$ cat src/rtl/com_op_code_dispatcher.sv
// rtl/com_op_code_dispatcher.sv - one-hot op-code dispatcher with edge-detected issue, timeout and sticky errors
module com_op_code_dispatcher #(
  parameter int N_OPS          = 16,
  parameter int TIMEOUT_CYCLES = 1024,
  parameter int IDX_W          = $clog2(N_OPS)
) (
  input  logic             fw_axi_clk,
  input  logic             fw_rst,
  input  logic             fw_dev_id_enable,
  input  logic [N_OPS-1:0] fw_op_code,
  input  logic             op_done,
  input  logic             status_clear,
  output logic [N_OPS-1:0] op_code,
  output logic [N_OPS-1:0] op_code_pulse,
  output logic [IDX_W-1:0] op_active_idx,
  output logic             op_busy,
  output logic             op_done_pulse,
  output logic             err_multi,
  output logic             err_overrun,
  output logic             err_timeout,
  output logic             err_abort
);

  localparam int CNT_RAW = $clog2(TIMEOUT_CYCLES + 1);
  localparam int CNT_W   = (CNT_RAW < 1) ? 1 : CNT_RAW;
  localparam logic [CNT_W-1:0] TO_LAST = CNT_W'((TIMEOUT_CYCLES > 0) ? TIMEOUT_CYCLES - 1 : 0);
  localparam logic [CNT_W-1:0] CNT_MAX = {CNT_W{1'b1}};

  localparam int E_MULTI   = 0;
  localparam int E_OVERRUN = 1;
  localparam int E_TIMEOUT = 2;
  localparam int E_ABORT   = 3;

  typedef enum logic {S_IDLE, S_ACTIVE} state_e;

  state_e           state_q, state_d;
  logic [N_OPS-1:0] fw_op_code_q;
  logic [N_OPS-1:0] op_code_q, op_code_d;
  logic [N_OPS-1:0] pulse_q, pulse_d;
  logic [IDX_W-1:0] idx_q, idx_d, rise_idx;
  logic [CNT_W-1:0] cnt_q, cnt_d;
  logic             done_pulse_q, done_pulse_d;
  logic [3:0]       err_q, err_d, err_set;
  logic             armed_q;

  logic [N_OPS-1:0] rise;
  logic             rise_any, rise_one, rise_multi, timeout_hit;

  assign rise        = fw_op_code & ~fw_op_code_q;
  assign rise_any    = |rise;
  assign rise_one    = rise_any && ((rise & (rise - N_OPS'(1))) == '0);
  assign rise_multi  = rise_any && !rise_one;
  assign timeout_hit = (TIMEOUT_CYCLES > 0) && (cnt_q == TO_LAST);

  always_comb begin
    rise_idx = '0;
    for (int i = 0; i < N_OPS; i++) begin
      if (rise[i]) rise_idx = IDX_W'(i);
    end
  end

  always_comb begin
    state_d      = state_q;
    op_code_d    = op_code_q;
    pulse_d      = '0;
    idx_d        = idx_q;
    cnt_d        = cnt_q;
    done_pulse_d = 1'b0;
    err_set      = '0;
    case (state_q)
      S_IDLE: begin
        // armed_q masks the first post-reset cycle so levels held through reset never issue
        if (armed_q && fw_dev_id_enable) begin
          if (rise_one) begin
            state_d   = S_ACTIVE;
            op_code_d = rise;
            pulse_d   = rise;
            idx_d     = rise_idx;
            cnt_d     = '0;
          end else if (rise_multi) begin
            err_set[E_MULTI] = 1'b1;
          end
        end
      end
      S_ACTIVE: begin
        err_set[E_OVERRUN] = rise_any;
        if (!fw_dev_id_enable || op_done || timeout_hit) begin
          state_d   = S_IDLE;
          op_code_d = '0;
          idx_d     = '0;
          if (!fw_dev_id_enable)  err_set[E_ABORT]   = 1'b1;
          else if (op_done)       done_pulse_d       = 1'b1;
          else                    err_set[E_TIMEOUT] = 1'b1;
        end else if (cnt_q != CNT_MAX) begin
          cnt_d = cnt_q + CNT_W'(1);
        end
      end
      default: begin
        state_d   = S_IDLE;
        op_code_d = '0;
        idx_d     = '0;
      end
    endcase
    err_d = err_set | (err_q & {4{~status_clear}});
  end

  always_ff @(posedge fw_axi_clk) begin
    if (fw_rst) begin
      state_q      <= S_IDLE;
      fw_op_code_q <= '0;
      op_code_q    <= '0;
      pulse_q      <= '0;
      idx_q        <= '0;
      cnt_q        <= '0;
      done_pulse_q <= 1'b0;
      err_q        <= '0;
      armed_q      <= 1'b0;
    end else begin
      state_q      <= state_d;
      fw_op_code_q <= fw_op_code;
      op_code_q    <= op_code_d;
      pulse_q      <= pulse_d;
      idx_q        <= idx_d;
      cnt_q        <= cnt_d;
      done_pulse_q <= done_pulse_d;
      err_q        <= err_d;
      armed_q      <= 1'b1;
    end
  end

  assign op_code       = op_code_q;
  assign op_code_pulse = pulse_q;
  assign op_active_idx = idx_q;
  assign op_busy       = (state_q == S_ACTIVE);
  assign op_done_pulse = done_pulse_q;
  assign err_multi     = err_q[E_MULTI];
  assign err_overrun   = err_q[E_OVERRUN];
  assign err_timeout   = err_q[E_TIMEOUT];
  assign err_abort     = err_q[E_ABORT];

endmodule

$ cat config.mk
export PLATFORM = sky130hd
export DESIGN_NAME = com_op_code_dispatcher
export DESIGN_NICKNAME = d
export VERILOG_FILES = /design/src/rtl/com_op_code_dispatcher.sv
export SDC_FILE = /design/constraint.sdc
export NUM_CORES = 1
export LEC_CHECK = 0
export ABC_AREA = 1
export CELL_PAD_IN_SITES_DETAIL_PLACEMENT = 1
export CELL_PAD_IN_SITES_GLOBAL_PLACEMENT = 2
export CORE_AREA = 8 8 118 120
export DETAILED_ROUTE_END_ITERATION = 8
export DIE_AREA = 0 0 126 128
export GPL_TIMING_DRIVEN = 0
export PLACE_DENSITY_LB_ADDON = 0.1
export RECOVER_POWER = 25
export SETUP_SLACK_MARGIN = 0.1
export SYNTH_ARGS = -nofsm -noshare
export SYNTH_HDL_FRONTEND = slang
export SYNTH_SLANG_ARGS = --single-unit
$ cat constraint.sdc
create_clock -name fw_axi_clk -period 2.1 [get_ports fw_axi_clk]
set_input_delay 0.525 -clock fw_axi_clk [delete_from_list [all_inputs] [get_ports fw_axi_clk]]
set_output_delay 0.525 -clock fw_axi_clk [all_outputs]
set_load 0.02 [all_outputs]
==> flow_summary.rst <==
.. list-table::
   :header-rows: 1

   * - Metric
     - Value
   * - Cell Rows
     - 41
   * - Critical path startpoint category
     - input pin
   * - Cells taking the most area after synthesis
     - dfxtp_1 (48%), nand2_1 (11%), nor2_1 (7.9%)
   * - Post-synthesis compound-gate area fraction
     - 8.24%
   * - Net count reported at finish
     - 549
   * - Count of TritonRoute iterations in the first routing pass
     - 6
   * - Synth Area in Simple Gates
     - 32.4%
   * - Clk pin slew, worst setup/hold paths
     - approximately 50 ps
   * - CP Data Arrival Time
     - 2250 ps
   * - Buffers on Ports
     - 62
   * - H-tree levels
     - 3
   * - Most used flip-flop cell after synthesis
     - dfxtp_1
   * - Synth async-reset ratio
     - 0%
   * - Worst Hold Class
     - input pin to flop
   * - Sequential-to-total area share from yosys stat
     - 47.6%
   * - Final worst clock skew
     - about 5.2 ps
   * - Required @ worst endpoint
     - roughly 2400 ps
   * - Post-synth EDFFs
     - 0
   * - Number of buffers on the longest clock path
     - 2
   * - Global Route Usage Sum
     - approximately 14%
   * - GP Congestion
     - about 0.75
   * - Buf+Inv Stages, Crit Path
     - 3
   * - Insertion delay of the later-clocked pin in the worst-skew pair
     - ~330 ps
   * - Static Leak
     - 2.14 nW
   * - Cells after Synth
     - approximately 400
   * - PD cells
     - 692 nW/um^2
   * - Clock tree from TritonCTS
     - done
   * - Wire length of the first global-routing pass
     - 17,400 microns
   * - Yosys warnings
     - 0
   * - Startpoint of the worst hold path
     - fw_op_code[12]
   * - Area share of xor/xnor cells in the synthesized design
     - 2.08%
   * - Die outline height
     - 128 microns
   * - Top Family by Delay on Critical Path
     - simple AND/OR/NAND/NOR gates
   * - RSZ-0062 raised after global routing
     - yes
   * - Area post-placement
     - 3750 sq um
   * - Clock root buffer master
     - clkbuf_16
   * - Area fraction of the dominant cell type after synthesis
     - roughly 48%
   * - Ant. Diodes
     - 0
   * - Crit path capture type
     - flop
   * - Pwr Total
     - 3.43 mW
   * - VDD IR-drop max
     - 0.371 mV
   * - Arithmetic-cell share of the synthesized area counting full adders, half adders and majority gates
     - 0.425%
   * - Startpoint of the worst register-to-register path
     - fw_op_code_q[7]
   * - Cell type contributing the most total cell area after synthesis
     - dfxtp_1
   * - Outcome
     - finished, final reports clean
   * - Final Critical Period
     - 1990 ps
   * - Area of all sequential standard cells
     - 1410 sq um
   * - Via density
     - 4.40
   * - TritonCTS Sinks
     - 70
   * - Maximum number of pins on one net before global-route repair
     - 12
   * - CP max-delay cell
     - clkdlybuf4s15_2
   * - Post-Route Utilization
     - between 40% and 50%
   * - Post-synth net total
     - 423
   * - Seq cells post-synth
     - 70
   * - Final setup viols
     - 0
   * - Initial standard-cell utilization of the core
     - 24.1%
   * - Placeable core region
     - 12,200 sq um
   * - Growth of design area from synthesis to finish
     - 68.3%
   * - Vias
     - around 3,000
   * - Total gr overflow
     - 0
   * - Commonest non-fill, non-tap cells in the layout
     - nand2_1 (67), dfxtp_1 (67), inv_1 (54)
   * - Hold-fix buffers at CTS
     - 0
   * - Mean instance size in the synthesized netlist
     - 7.34 sq um
   * - Fraction of final layout cells with drive strength greater than 1
     - around a third
   * - Count of cell types in the netlist
     - 28
   * - Period Utilization, post-route
     - 94.8%
   * - Critical path's largest stage delay
     - 210 ps
   * - Antenna violations before repair
     - 0
   * - Total CTS buffers
     - 9
   * - Mux cell area share after synthesis
     - 0%
   * - Slew @ Worst Pin
     - about 600 ps
   * - Highest Clock Rate
     - ~500 MHz
   * - Hold Vio Cnt, Final
     - 0
   * - Dominant cell type by count on the critical path
     - nand2_4
   * - HPWL after detailed placement
     - 7010 microns
   * - Via count of the first global-routing pass
     - approximately 3,400
   * - Combinational family with the most area after synthesis
     - simple AND/OR/NAND/NOR gates
   * - Maximum Capacitance Violations
     - 0
   * - Violation count after the first detailed-route iteration
     - between 100 and 150
   * - Horiz. Die Dim
     - 126 microns
   * - Worst slack on hold paths
     - 421 ps
   * - Total wire length after detailed routing
     - 10,700 microns
   * - Total of fill cells in the finished design
     - around 1,500
   * - Routed Antenna Nets
     - 0
   * - Worst rel slew slack
     - 60.1%
   * - Worst setup path startpoint
     - fw_op_code[0]
   * - List of cells traversed by the critical path
     - clkdlybuf4s15_2, nand2_4, nand2_4, nor2_8, nand3_2, o21bai_1, nand2_1, nor2_4, buf_4, nand3_4, buf_8, o22ai_1
   * - DR DRC count
     - 0
   * - I/O pin cnt
     - 63
   * - Area of the multi-input gates
     - between 1500 and 2000 sq um
   * - Die outline area
     - between 15,000 and 20,000 sq um
   * - Post-Route Setup TNS
     - 0 ps
   * - Final count of pins violating max slew
     - 0
   * - Worst-path maximum fanout
     - 10
   * - Type of the setup path with the least slack
     - input pin to flop
   * - Post-Layout Inst Area
     - just under 5000 sq um
   * - Average wire length per cell after detail routing
     - 15.7 microns
   * - Synthesized area
     - just under 3000 sq um
[tightest hold or removal path, cell delays in order]
cell and delay, ps:
clkbuf_2 100, inv_1 50, nor2_1 30
[final cells by class]
type                            instances  area share [%]
Tap cell                              150            3.79
Multi-Input combinational cell        262            33.3
Inverter                               59            4.47
Timing Repair Buffer                  115            21.6
Clock inverter                          3            1.31
Sequential cell                        70            28.3
Buffer                                 10            1.74
Clock buffer                           13            5.45
[cells by family (layout without fill, tap and decap cells)]
| family | Yosys count | after routing |
|---|---|---|
| buffers and inverters | 70 | 200 |
| xor gates and xnor gates | 7 | 7 |
| AOI/OAI and AO/OA | 42 | 42 |
| adders and majority gates | 1 | 1 |
| and+or+nand+nor | 211 | 212 |
| DFF | 70 | 70 |
[path summary, 6_finish.rpt]
path	end	slack (ps)	cells after the start
max	op_code[10]	110	12
min	fw_op_code_q[12]	420	3
max reg2reg	op_active_idx[1]	130	12
min reg2reg	cnt_q[10]	430	2
[where the power goes]
| group | total [mW] | internal [mW] | leakage (nW) | switching, mW |
|---|---|---|---|---|
| logic | 0.377 | 0.160 | 1.41 | 0.217 |
| clock network | 1.70 | 1.14 | 0.166 | 0.565 |
| registers | 1.35 | 1.35 | 0.570 | 0.00526 |
| total | 3.43 | 2.64 | 2.14 | 0.787 |
[flip-flops by register name, summed over array words and instances (netlist names), 4 cells and up]
name / cells
cnt_q: 11
err_q: 4
fw_op_code_q: 16
op_active_idx: 4
op_code: 16
op_code_pulse: 16
[through the flow]
stage	setup WS [ps]	std cells
final	109	682
after global routing	-25.3	682
after CTS	95.5	677
after detailed placement	-985	613
after global placement	-951	613
after floorplan	106	401
[layer usage]
| layer | up-vias | GRT usage, % | wire length (microns) |
|---|---|---|---|
| met1 | 1420 | 16.5 | 4860 |
| met4 | 0 | 4.88 | 121 |
| met5 | - | 0 | 0 |
| met2 | 49 | 23.7 | 5200 |
| li1 | 1523 | - | - |
| met3 | 8 | 3.99 | 514 |
[Yosys cell counts (2+ instances only)]
master	count
nor2_1	62
xor2_1	6
clkbuf_1	7
nor3_1	5
o22ai_1	17
or2_2	2
inv_2	2
buf_2	3
nand3_1	25
a21oi_1	12
nand2_1	89
o31ai_1	2
inv_1	57
nand4_1	7
o21ai_1	2
o21ai_0	6
o21bai_1	2
dfxtp_1	70
nor2_4	2
nand2_2	15
[repair_timing]
item	CTS	global route
setup endpoints to repair	59	60
resized for setup	116	54
cloned	3	1
pin swaps	39	25
endpoints found under the hold margin	0	0
buffers inserted	45	5
(Power assumes the default switching activity.)
